**config.mk**
```make
export PLATFORM = sky130hd
export DESIGN_NAME = branch_resolve_stage
export DESIGN_NICKNAME = d
export VERILOG_FILES = /design/src/rtl/branch_resolve_stage_pkg.sv /design/src/rtl/branch_resolve_stage_cond_eval.sv /design/src/rtl/branch_resolve_stage.sv
export SDC_FILE = /design/constraint.sdc
export NUM_CORES = 1
export LEC_CHECK = 0
export ABC_AREA = 0
export BUFFER_PORTS_ARGS = -buffer_cell sky130_fd_sc_hd__buf_4
export CORE_AREA = 2 2 169 171
export DETAILED_ROUTE_END_ITERATION = 6
export DIE_AREA = 0 0 171 173
export PLACE_DENSITY = 0.86
export SYNTH_ARGS = -nofsm -noshare
export SYNTH_HDL_FRONTEND = slang
export SYNTH_SLANG_ARGS = --single-unit
```
**constraint.sdc**
```tcl
create_clock -name clk -period 7.3 [get_ports clk]
set_input_delay 1.825 -clock clk [delete_from_list [all_inputs] [get_ports clk]]
set_output_delay 1.825 -clock clk [all_outputs]
set_load 0.02 [all_outputs]
```
**src/rtl/branch_resolve_stage_pkg.sv**
```systemverilog
// Shared types for the branch resolve stage: branch kinds, ARM-style
// condition codes and the stage FSM state encoding.
package branch_resolve_stage_pkg;

    typedef enum logic [1:0] {
        OP_NONE  = 2'b00,
        OP_CBZ   = 2'b01,
        OP_CBNZ  = 2'b10,
        OP_BCOND = 2'b11
    } branch_op_e;

    localparam logic [3:0] COND_EQ = 4'b0000;
    localparam logic [3:0] COND_NE = 4'b0001;
    localparam logic [3:0] COND_CS = 4'b0010;
    localparam logic [3:0] COND_CC = 4'b0011;
    localparam logic [3:0] COND_MI = 4'b0100;
    localparam logic [3:0] COND_PL = 4'b0101;
    localparam logic [3:0] COND_VS = 4'b0110;
    localparam logic [3:0] COND_VC = 4'b0111;
    localparam logic [3:0] COND_HI = 4'b1000;
    localparam logic [3:0] COND_LS = 4'b1001;
    localparam logic [3:0] COND_GE = 4'b1010;
    localparam logic [3:0] COND_LT = 4'b1011;
    localparam logic [3:0] COND_GT = 4'b1100;
    localparam logic [3:0] COND_LE = 4'b1101;
    localparam logic [3:0] COND_AL = 4'b1110;
    localparam logic [3:0] COND_NV = 4'b1111;

    typedef enum logic [1:0] {
        ST_IDLE     = 2'b00,
        ST_EVAL     = 2'b01,
        ST_REDIRECT = 2'b10
    } brs_state_e;

endpackage

```
**src/rtl/branch_resolve_stage_cond_eval.sv**
```systemverilog
// Combinational condition-code check: does {N,Z,C,V} satisfy cond?
// Shared with conditional-select logic, so it has no clock or state.
module cond_eval
    import branch_resolve_stage_pkg::*;
(
    input  logic [3:0] cond,
    input  logic [3:0] nzcv,
    output logic       pass
);

    logic n, z, c, v;
    logic base;

    assign {n, z, c, v} = nzcv;

    // cond[3:1] picks the predicate, cond[0] inverts it (except for AL/NV).
    always_comb begin
        base = 1'b1;
        case (cond[3:1])
            3'b000:  base = z;
            3'b001:  base = c;
            3'b010:  base = n;
            3'b011:  base = v;
            3'b100:  base = c & ~z;
            3'b101:  base = (n == v);
            3'b110:  base = ~z & (n == v);
            default: base = 1'b1;
        endcase
    end

    assign pass = (cond[0] && (cond[3:1] != 3'b111)) ? ~base : base;

endmodule

```
**src/rtl/branch_resolve_stage.sv**
```systemverilog
// Branch resolve stage: captures one decoded branch, evaluates it for a
// cycle, and on a taken branch flushes younger work and redirects fetch.
module branch_resolve_stage
    import branch_resolve_stage_pkg::*;
#(
    parameter int ADDR_W = 64,
    parameter int CNT_W  = 32
) (
    input  logic              clk,
    input  logic              reset_n,
    input  logic              in_valid,
    output logic              in_ready,
    input  logic [ADDR_W-1:0] in_pc,
    input  logic [ADDR_W-1:0] in_imm,
    input  logic [1:0]        in_op,
    input  logic [3:0]        in_cond,
    input  logic [ADDR_W-1:0] in_rt,
    input  logic [3:0]        in_nzcv,
    output logic              redir_valid,
    input  logic              redir_ready,
    output logic [ADDR_W-1:0] redir_pc,
    output logic              flush,
    output logic [CNT_W-1:0]  branch_cnt,
    output logic [CNT_W-1:0]  taken_cnt,
    output logic [1:0]        dbg_state
);

    // Handshakes: a transfer happens on a rising edge where valid & ready are
    // both 1. Once raised, redir_valid and redir_pc hold until that edge;
    // ready without valid (and in_valid while in_ready is 0) has no effect.

    brs_state_e        state;
    logic [ADDR_W-1:0] pc_q, imm_q, rt_q;
    branch_op_e        op_q;
    logic [3:0]        cond_q, nzcv_q;
    logic              cond_pass;
    logic              taken;
    logic [ADDR_W-1:0] target;

    cond_eval u_cond_eval (
        .cond (cond_q),
        .nzcv (nzcv_q),
        .pass (cond_pass)
    );

    assign target    = pc_q + imm_q;
    assign in_ready  = (state == ST_IDLE);
    assign dbg_state = state;

    always_comb begin
        taken = 1'b0;
        case (op_q)
            OP_CBZ:   taken = (rt_q == '0);
            OP_CBNZ:  taken = (rt_q != '0);
            OP_BCOND: taken = cond_pass;
            default:  taken = 1'b0;
        endcase
    end

    always_ff @(posedge clk or negedge reset_n) begin
        if (!reset_n) begin
            state       <= ST_IDLE;
            pc_q        <= '0;
            imm_q       <= '0;
            rt_q        <= '0;
            op_q        <= OP_NONE;
            cond_q      <= '0;
            nzcv_q      <= '0;
            redir_valid <= 1'b0;
            redir_pc    <= '0;
            flush       <= 1'b0;
            branch_cnt  <= '0;
            taken_cnt   <= '0;
        end else begin
            flush <= 1'b0;
            case (state)
                ST_IDLE: begin
                    if (in_valid) begin
                        pc_q   <= in_pc;
                        imm_q  <= in_imm;
                        rt_q   <= in_rt;
                        op_q   <= branch_op_e'(in_op);
                        cond_q <= in_cond;
                        nzcv_q <= in_nzcv;
                        state  <= ST_EVAL;
                    end
                end
                ST_EVAL: begin
                    if (op_q != OP_NONE) begin
                        branch_cnt <= branch_cnt + CNT_W'(1);
                    end
                    if (taken) begin
                        taken_cnt   <= taken_cnt + CNT_W'(1);
                        flush       <= 1'b1;
                        redir_valid <= 1'b1;
                        redir_pc    <= target;
                        state       <= ST_REDIRECT;
                    end else begin
                        state <= ST_IDLE;
                    end
                end
                ST_REDIRECT: begin
                    if (redir_ready) begin
                        redir_valid <= 1'b0;
                        state       <= ST_IDLE;
                    end
                end
                default: state <= ST_IDLE;
            endcase
        end
    end

endmodule

```
## Yosys cells after proc, flatten, opt, wreduce, memory -nomap -nowiden

Index checks and enable logic that the tools add are counted.

- Flip-flop bits (word level): 334
- Latch bits: 0
- Memory bits (writable): 0
- Bits in read-only memories: 0
- Memories: 0

- Add/subtract/negate cells: 3
- Multiply operators: 0
- Div/mod/pow operators: 0
- Magnitude comparators: 0
- Eq/ne operators: 16
- Shift-type cells: 0
- Muxes and demuxes: 12
- Bitwise operators: 4
- Reductions and logical operators: 12

Operator list:

| kind | count |
|---|---|
| 32-bit by 1-bit adder with 32-bit output (second input constant) | 2 |
| 64-bit adder | 1 |
| 64-bit zero test | 1 |
| 64-bit nonzero test | 1 |
| 3-bit == test (second input constant) | 3 |
| 2-bit AND reduction | 4 |
| 1-bit case mux with 7 select lines | 1 |
| 2-bit == test (second input constant) | 3 |
| 3-bit by 2-bit == test with 1-bit output (second input constant) | 2 |
| 2-bit two-way mux | 3 |
| 2-bit inequality test (second input constant) | 3 |
| 2-bit case mux with 3 select lines | 1 |
| 1-bit two-way mux | 5 |
| 2-bit by 1-bit == test with 1-bit output (second input constant) | 2 |
| 2-bit nonzero test | 2 |
| 3-bit by 1-bit == test with 1-bit output (second input constant) | 1 |
| 3-bit zero test | 1 |
| 3-bit inequality test (second input constant) | 1 |
| 1-bit case mux with 3 select lines | 1 |
| 3-bit AND reduction | 1 |
| 1-bit AND | 2 |
| 2-bit zero test | 1 |
| 1-bit inverter | 2 |
| 1-bit case mux with 2 select lines | 1 |
| other kinds (2) | 2 |

## Longest topological paths before layout

Gate-level depths: netlist (run 1).

- Depth in word-level cells: 8
- Mapped depth: 13
- Mapped depth without buffers: 12

## Modules after synthesis

Synthesis (run 1) repeated with hierarchy kept, for this count alone.

- Cell total of the unflattened synthesis: 1518
- Area total of the unflattened synthesis: 16877.4 sq um

By module, submodules not included:

| module | times used | cells an instance | area each (sq um) | sequential area each (sq um) |
|---|---|---|---|---|
| branch_resolve_stage | 1 | 1500 | 16744.8 | 8358.0 |
| cond_eval | 1 | 18 | 132.6 | 0.0 |

## Least setup slack after synthesis (run 1)

No wires, ideal clock.

- Kind: input -> register
- Start: input in_valid
- End: register pc_q[10]
- Arrival time: 3.121 ns
- Data required time: 7.175 ns
- Slack: 4.054 ns
- Stages on the path: 5
- Buffers on the path: 3
- Cells stage by stage: and2_1 clkbuf_1 clkbuf_1 clkbuf_1 mux2_2

- Word-level cells in the longest chain between the ends: 1

Ends and longest elaborated chain:

| item | RTL line | RTL |
|---|---|---|
| from (decl) | branch_resolve_stage.sv:11 | `input logic in_valid,` |
| 2-bit AND reduction (no source line) | n/a |  |
| to (signal assigned) | branch_resolve_stage.sv:79 | `pc_q <= in_pc;` |
| to (decl) | branch_resolve_stage.sv:33 | `logic [ADDR_W-1:0] pc_q, imm_q, rt_q;` |

Every way passes these cells.
A chain may end at the register's enable or synchronous reset.

## Final worst setup path (run 1)

- Start: register cond_q[2]
- End: register redir_pc[19]

- Word-level cells in the longest chain between the ends: 6
- Elaborated cells on any way between the ends: 14
- Those cells by class: 7 x eq/ne; 3 x mux; 1 x bitwise; 3 x reduce/logical

Ends and longest elaborated chain:

| item | RTL line | RTL |
|---|---|---|
| from (decl) | branch_resolve_stage.sv:35 | `logic [3:0] cond_q, nzcv_q;` |
| from (signal assigned) | branch_resolve_stage.sv:83 | `cond_q <= in_cond;` |
| 3-bit == test, or another cell as far along | branch_resolve_stage_cond_eval.sv:19 | `case (cond[3:1])` |
| 1-bit case mux with 7 select lines | branch_resolve_stage_cond_eval.sv:19 |  |
| 1-bit inverter | branch_resolve_stage_cond_eval.sv:31 | `assign pass = (cond[0] && (cond[3:1] != 3'b111)) ? ~base : base;` |
| 1-bit two-way mux * | branch_resolve_stage_cond_eval.sv:31 |  |
| 1-bit case mux with 3 select lines * | branch_resolve_stage.sv:52 | `case (op_q)` |
| 2-bit AND reduction (no source line) * | n/a |  |
| to (signal assigned) | branch_resolve_stage.sv:96 | `redir_pc <= target;` |
| to (decl) | branch_resolve_stage.sv:21 | `output logic [ADDR_W-1:0] redir_pc,` |

Every way passes the cells marked *; elsewhere a longest branch is shown, timed or not.

==> results of run 1 <==
## worst min path at each step
stage / startpoint / slack [ns] / endpoint
floorplan: rt_q[0]$_DFFE_PN0P_ / 0.48 / rt_q[0]$_DFFE_PN0P_
global placement: taken_cnt[31]$_DFFE_PN0P_ / 0.46 / taken_cnt[31]$_DFFE_PN0P_
detailed placement: taken_cnt[31]$_DFFE_PN0P_ / 0.47 / taken_cnt[31]$_DFFE_PN0P_
CTS: branch_cnt[31]$_DFFE_PN0P_ / 0.48 / branch_cnt[31]$_DFFE_PN0P_
global route: branch_cnt[31]$_DFFE_PN0P_ / 0.50 / branch_cnt[31]$_DFFE_PN0P_
finish: branch_cnt[31]$_DFFE_PN0P_ / 0.48 / branch_cnt[31]$_DFFE_PN0P_
## kinds of logic after synthesis
kind of cell	count (synthesis)	synth area share, %
simple gates	371	11.1
flops	334	50.6
compound gates	286	11.3
mux	209	14.3
xor+xnor	109	5.78
buf+inv	82	1.93
fa+ha+maj	66	5.04
## worst max-delay path, cell delays in order (launching register included)
cell and delay (ns):
dfrtp_1 0.43, mux4_2 0.52, nor2_1 0.11, a21oi_1 0.06
xor2_1 0.17, o31ai_4 0.71, buf_4 0.91, nor3b_1 0.12
a21oi_1 0.14, o21ai_0 0.10, a211o_1 0.30
## registers in the layout, indices dropped and copies added, names as in the netlist, 4 cells and up
signal      cells
imm_q          64
nzcv_q          4
pc_q           64
taken_cnt      32
redir_pc       64
cond_q          4
rt_q           64
branch_cnt     32
## metal layers
| layer | share of wire, % | up-vias |
|---|---|---|
| li1 | - | 5921 |
| met1 | 41 | 6144 |
| met2 | 47 | 467 |
| met3 | 7.7 | 112 |
| met4 | 4.3 | 0 |
| met5 | 0 | - |
## power by group
| part | total, mW | internal [mW] | switching (mW) |
|---|---|---|---|
| combinational | 5.34 | 2.36 | 2.98 |
| sequential | 3.17 | 2.64 | 0.533 |
| clock | 1.82 | 1.07 | 0.750 |
| total | 10.3 | 6.07 | 4.26 |
## stage by stage
stage | instance area [sq um] | instances | hold slack [ns] | total power [mW] | setup WS (ns)
floorplan | 16500 | 1457 | 0.481 | 6.98 | 4.05
global placement | 19400 | 2119 | 0.463 | 8.25 | 3.71
detailed placement | 19400 | 2119 | 0.468 | 8.42 | 3.61
CTS | 20600 | 2183 | 0.478 | 10.3 | 3.56
global route | 20600 | 2183 | 0.500 | 11.0 | 3.25
finish | 20600 | 2183 | 0.476 | 10.3 | 3.56
## final cells by class
cell class	instances	area, sq um	share of cell area (%)
Clock inverter	11	144	0.700
Tap cell	378	473	2.30
Clock buffer	53	1040	5.08
Sequential cell	334	8360	40.6
Inverter	24	90.1	0.438
Multi-Input combinational cell	1041	7860	38.2
Timing Repair Buffer	342	2600	12.6
## cell usage after synthesis, types with 4 or more instances
cell,number,area [sq um]
a211oi_1,4,30.0
a21o_1,35,263
a21oi_1,81,405
a31o_2,5,43.8
a31oi_1,5,31.3
and3_1,18,113
buf_1,5,18.8
buf_2,8,40.0
clkbuf_1,44,165
dfrtp_1,334,8360
ha_1,65,813
inv_1,23,86.3
mux2_2,206,2320
nand2_1,141,529
nand2b_1,5,31.3
nand3_1,39,195
nand4_1,32,200
nor2_1,57,214
nor2b_1,4,25.0
nor3_1,21,105
nor4_1,20,125
o2111ai_1,7,61.3
o211ai_1,12,90.1
o21a_1,13,97.6
o21ai_0,65,325
o21ai_1,7,35.0
o21bai_1,11,82.6
o31ai_1,8,60.1
or2_2,4,25.0
or3_1,5,31.3
or4_1,5,37.5
xnor2_1,73,639
xor2_1,36,315
==> impl_results.md, run 1 <==
- Drt initial violations: 911
- CTS Root Cell: clkbuf_16
- CP max FO: 113
- Clk buf depth: 3
- Most frequent cells in the layout: buf_4, dfrtp_1, mux2_2
- Fin Clk Skew: 0.0142 ns
- Placer Congestion: 0.901
- Cell area power density: 502 mW/mm^2
- Drt drc: 0
- Vias in the first global route: 13000
- Die X-Extent: 171 um
- Core Util, Final: 74.4%
- Crit path launch type: register
- GRT Util Overall: 27.8%
- Synthesis-to-finish area growth: 24.5%
- Minimum clock period: 3.74 ns
- Hold/Removal Path Class: register to register
- Post-synth cell types: 74
- Synth Warn #: 0
- Post-Syn Area: 0.0165 sq mm
- Antenna violations before repair: 0
- Setup TNS: 0 ns
- Post-CTS Setup Inserts: 0
- Period utilisation layout: 51.3%
- Total grt overflow: 0
- Status: finished, final reports clean
- Clock latency on the worst-skew pair: 0.52 ns
- DRT Wirelength: 41.5 mm
- FMAX: 267 MHz
- Die height: 173 um
- Core area: 0.0276 sq mm
- Slew Limit Fails: 0
- GR peak layer: met2
- CTS tree: built
- PortBufs: 338
- Fin nets: 2051
- Post-synth EDFFs: 0
- RR Startpoint: cond_q[2]$_DFFE_PN0P_
- Final HPWL DP: 29.9 mm
- Crit path to: redir_pc[19]$_DFFE_PN0P_
- CTS clk-pin slew, worst paths: 0.06 ns
- Final ANT Viol Nets: 0
- Slew HR: 14.3%
- Cells after Synth: 1457
- I/O pin cnt: 339
- Layout fillers: 1861
- Met1 GRT Util: 35.6%
- Cts hold-fix bufs: 0
- Flop-to-flop setup slack: 3.56 ns
- Number of buffers created by CTS: 36
- Clock sink total: 334
- Mean Syn Cell Area: 11.3 sq um
- Post-synthesis register bit count: 334
- Most common cell after layout, fill and taps aside: buf_4
- Crit path from: cond_q[2]$_DFFE_PN0P_
- RSZ-0062 raised after global routing: false
- Wirelength per Cell: 19.0 um
- Num rows: 61
- H-tree levels: 2
- Crit end category: register
- GR Util met3: 7.19%
- Leading register cell type out of synthesis: dfrtp_1
- Crit path kind: register to register
- Final setup viols: 0
- Leakage: 9.43 nW
- Share of layout cells above drive strength 1: 35.0%
- Worst slew pin tran: 1.29 ns
- Syn_nets: 1729
- Capturing point of the worst reg2reg path: redir_pc[19]$_DFFE_PN0P_
- Hold Path Cell Cnt: 1
- Max-cap violations: 0
- Worst r2r path cells: 10
- CP required: 7.70 ns
- CP arrival: 4.14 ns
- # diodes: 0
- Asr flop ratio synth: 100%
- Met2 usage: 45.3%
- First-pass GRT wire length: 66.5 mm
- Final hold violation count: 0
- Die area: 0.0296 sq mm
- Post-synthesis sequential area ratio: 50.6%
- Number of vias per cell: 5.79
- Largest net degree at the start of global routing: 205
- Initial Util: 59.8%
- Vias: 12600
- First-pass DRT Iterations: 5
- Post-CTS Resized: 0
- Peak supply drop: 0.348 mV
(Power assumes the default switching activity.)
==> run 2: changes to the inputs <==
--- a/config.mk
+++ b/config.mk
@@ -5,12 +5,12 @@
 export SDC_FILE = /design/constraint.sdc
 export NUM_CORES = 1
 export LEC_CHECK = 0
-export ABC_AREA = 0
+export ABC_AREA = 1
 export BUFFER_PORTS_ARGS = -buffer_cell sky130_fd_sc_hd__buf_4
-export CORE_AREA = 2 2 169 171
+export CORE_AREA = 2 2 189 191
 export DETAILED_ROUTE_END_ITERATION = 6
-export DIE_AREA = 0 0 171 173
-export PLACE_DENSITY = 0.86
+export DIE_AREA = 0 0 191 193
+export PLACE_DENSITY = 0.8
 export SYNTH_ARGS = -nofsm -noshare
 export SYNTH_HDL_FRONTEND = slang
 export SYNTH_SLANG_ARGS = --single-unit
==> constraint.sdc (replaced) <==
create_clock -name clk -period 3.9 [get_ports clk]
set_input_delay 0.975 -clock clk [delete_from_list [all_inputs] [get_ports clk]]
set_output_delay 0.975 -clock clk [all_outputs]
set_load 0.02 [all_outputs]
==> run 2 against run 1 <==
  * The flow now finishes with violations (DRC)
  * Power increased by 100%
  * Register-to-register slack got worse by 2.3 ns
  * Flip-flop and latch count unchanged
  * Non-clock buffer count increased by 9
  * Clock power increased by 100%
  * Synthesized area increased by 19%
  * Critical endpoint is now redir_pc[34]$_DFFE_PN0P_
==> impl_results.md, run 2 <==
- CTS clk-pin slew, worst paths: 0.06 ns (about the same)
- Post-synth EDFFs: 0 (unchanged)
- # diodes: 0 (unchanged)
- Setup TNS: 0 ns (unchanged)
- Vias in the first global route: 18800 (was 13000)
- Peak supply drop: 0.522 mV (was 0.348 mV)
- Final setup viols: 0 (unchanged)
- Crit path launch type: register (unchanged)
- Number of buffers created by CTS: 38 (was 36)
- Most common cell after layout, fill and taps aside: nand2_1 (was buf_4)
- Final hold violation count: 0 (unchanged)
- Number of vias per cell: 5.18 (was 5.79)
- Layout fillers: 3052 (was 1861)
- Worst slew pin tran: 1.08 ns (was 1.29 ns)
- Vias: 19300 (was 12600)
- Failing checks: DRC
- Die area: 0.0369 sq mm (was 0.0296 sq mm)
- Drt drc: 7 (was 0)
- PortBufs: 338 (unchanged)
- FMAX: 377 MHz (was 267 MHz)
- First-pass GRT wire length: 95.9 mm (was 66.5 mm)
- Hold/Removal Path Class: primary input to async pin (was register to register)
- Synth area leaders: dfrtp_1, nand2_1, inv_1 (was dfrtp_1, mux2_2, ha_1)
- Most frequent cells after synthesis: nand2_1, inv_1, dfrtp_1, nor2_1, nand3_1 (was dfrtp_1, mux2_2, nand2_1, a21oi_1, xnor2_1)
- Period utilisation layout: 68.0% (was 51.3%)
- Cells after Synth: 2914 (was 1457)
- Fin Clk Skew: 0.0215 ns (was 0.0142 ns)
- CP cell instances: ha_1, nand2_1, nor2_1, nand2_1, nor3_1, nand3_1, nand3_1, nand2_1, nand3_1, nand2_1 (was mux4_2, nor2_1, a21oi_1, xor2_1, o31ai_4, buf_4, nor3b_1, a21oi_1, o21ai_0, a211o_1)
- Clock latency on the worst-skew pair: 0.56 ns (was 0.52 ns)
- Slowest-stage cell, CP: ha_1 (was buf_4)
- Slew Limit Fails: 0 (unchanged)
- Post-CTS Resized: 0 (unchanged)
- Placer Congestion: 1.00 (was 0.901)
- Power share of the clock group: 17.9% (was 17.6%)
- I/O pin cnt: 339 (unchanged)
- Max-cap violations: 0 (unchanged)
- H-tree levels: 2 (unchanged)
- Crit end category: register (unchanged)
- Die X-Extent: 191 um (was 171 um)
- Fin nets: 3511 (was 2051)
- Clock sink total: 334 (unchanged)
- Final ANT Viol Nets: 0 (unchanged)
- Crit path kind: register to register (unchanged)
- CTS tree: built (unchanged)
- Finished Cell Area: 0.0240 sq mm (was 0.0206 sq mm)
- Most frequent cell after synthesis: nand2_1 (was dfrtp_1)
- CTS Root Cell: clkbuf_16 (unchanged)
- CP arrival: 3.10 ns (was 4.14 ns)
- Syn_nets: 3186 (was 1729)
- Post-Syn Area: 0.0197 sq mm (was 0.0165 sq mm)
- Placed instance area: 0.0227 sq mm (was 0.0194 sq mm)
- Clk buf depth: 3 (unchanged)
- Wirelength per Cell: 16.3 um (was 19.0 um)
- Core Util, Final: 68.7% (was 74.4%)
- Comb pwr share: 53.8% (was 51.7%)
- Largest stage delay on the critical path: 0.48 ns (was 0.91 ns)
- Die height: 193 um (was 173 um)
- Synthesis-to-finish area growth: 21.9% (was 24.5%)
- Post-synthesis register bit count: 334 (unchanged)
- Cts hold-fix bufs: 0 (unchanged)
- Synth Area in Compound Gates: 2.83% (was 11.3%)
- Cell area power density: 864 mW/mm^2 (was 502 mW/mm^2)
- Leading register cell type out of synthesis: dfrtp_1 (unchanged)
- Yosys top cell area share: 42.4% (was 50.6%)
- DRT Wirelength: 60.7 mm (was 41.5 mm)
- Crit path top cell by count: nand2_1 (was a21oi_1)
- WHS: 0.448 ns (was 0.476 ns)
- Final HPWL DP: 46.9 mm (was 29.9 mm)
- Status: finished with violations (was finished, final reports clean)
- Largest net degree at the start of global routing: 196 (was 205)
- Drt initial violations: 1493 (was 911)
- Most frequent cells in the layout: nand2_1, inv_1, buf_4 (was buf_4, dfrtp_1, mux2_2)
- Seq pwr share: 28.3% (was 30.7%)
- CP required: 4.35 ns (was 7.70 ns)
- First-pass DRT Iterations: 7 (was 5)
- Main combinational cell family by area after synthesis: simple AND/OR/NAND/NOR gates (was multiplexers)
- Minimum clock period: 2.65 ns (was 3.74 ns)
- Leakage: 13.8 nW (was 9.43 nW)
- Total grt overflow: 0 (unchanged)
- Post-CTS Setup Inserts: 0 (unchanged)
- Synth Area in Adders: 4.23% (was 5.04%)
- Core area: 0.0350 sq mm (was 0.0276 sq mm)
- Share of layout cells above drive strength 1: 13.2% (was 35.0%)
- Slew HR: 28.0% (was 14.3%)
- Mean Syn Cell Area: 6.76 sq um (was 11.3 sq um)
- Antenna violations before repair: 1 (was 0)
- Internal Pwr Total: 10.8 mW (was 6.07 mW)
- Post-synthesis simple-gate area fraction: 37.6% (was 11.1%)
- Post-synthesis sequential area ratio: 42.4% (was 50.6%)
- Num rows: 69 (was 61)
- Post-synth cell types: 35 (was 74)
- Asr flop ratio synth: 100% (unchanged)
- GRT Util Overall: 33.1% (was 27.8%)
- CP max FO: 4 (was 113)
- Mux share of post-synthesis cell area: 0% (was 14.3%)
- Psw: 9.96 mW (was 4.26 mW)
- Overall Power: 20.7 mW (was 10.3 mW)
- Cell taking the most area after synthesis: dfrtp_1 (unchanged)
- XOR/XNOR Fraction of Synth Area: 3.96% (was 5.78%)
- RSZ-0062 raised after global routing: false (unchanged)
- Synth Warn #: 0 (unchanged)
- Sw frac: 48.1% (was 41.2%)
- Initial Util: 56.3% (was 59.8%)
## run 2: cell count changes after synthesis, sizes merged, moves of 37 or more
| cell | change |
|---|---|
| nor2 | +126 |
| mux2 | -206 |
| inv | +367 |
| nand3 | +87 |
| a21oi | -37 |
| nand2 | +1314 |
## run 2: final cells by class
cell class,instances,area [sq um],area share (%)
multi-input cells,2123,9600,40.0
repair buffers,351,2720,11.3
flip-flops and latches,334,8360,34.8
clock buffers,51,1080,4.50
clock inverters,16,205,0.855
well taps,461,577,2.40
inverters,391,1470,6.13
## run 2: cell families after synthesis
family	Yosys count
fa+ha+maj	66
buf+inv	457
compound gates	108
xor+xnor	89
flops	334
simple gates	1860
## run 2: stage by stage
stage               worst slack, ns  instances
CTS                            1.20       3727
finish                         1.25       3727
floorplan                      1.89       2914
detailed placement             1.22       3660
global route                   1.04       3727
global placement               1.28       3660
## run 2: power by group through the flow
stage | registers (mW) | clock network (mW) | logic (mW)
3_5_place_dp | 5.87 | 0 | 10.9
4_1_cts | 5.85 | 3.76 | 11.0
2_1_floorplan | 5.99 | 0 | 6.97
3_3_place_gp | 5.80 | 0 | 10.7
6_report | 5.88 | 3.71 | 11.1
5_1_grt | 6.01 | 3.90 | 12.4
## run 2: final timing paths
path                       slack [ns]  cells past startpoint                        from                         end
setup reg to reg                 1.25                     10        pc_q[19]$_DFFE_PN0P_    redir_pc[34]$_DFFE_PN0P_
max in group asynchronous        2.45                      2                     reset_n       imm_q[46]$_DFFE_PN0P_
setup / recovery                 1.25                     10        pc_q[19]$_DFFE_PN0P_    redir_pc[34]$_DFFE_PN0P_
hold reg to reg                  0.47                      1  branch_cnt[31]$_DFFE_PN0P_  branch_cnt[31]$_DFFE_PN0P_
hold / removal                   0.45                      1                     reset_n   branch_cnt[3]$_DFFE_PN0P_
min in group clk                 0.47                      1  branch_cnt[31]$_DFFE_PN0P_  branch_cnt[31]$_DFFE_PN0P_
## run 2: worst max-delay path, delay by kind of cell (launching register included)
kind	cells	cell delay, ns
and+or+nand+nor	9	1.67
DFF	1	0.39
adders and majority gates	1	0.48
## run 2: per-layer routing
| layer | GRT usage (%) | share of wire (%) | vias to the layer above |
|---|---|---|---|
| met1 | 45.6 | 44 | 8968 |
| met3 | 4.76 | 7.3 | 111 |
| li1 | - | - | 9491 |
| met4 | 11.5 | 2.8 | 0 |
| met5 | 0 | 0 | - |
| met2 | 53.8 | 45 | 745 |
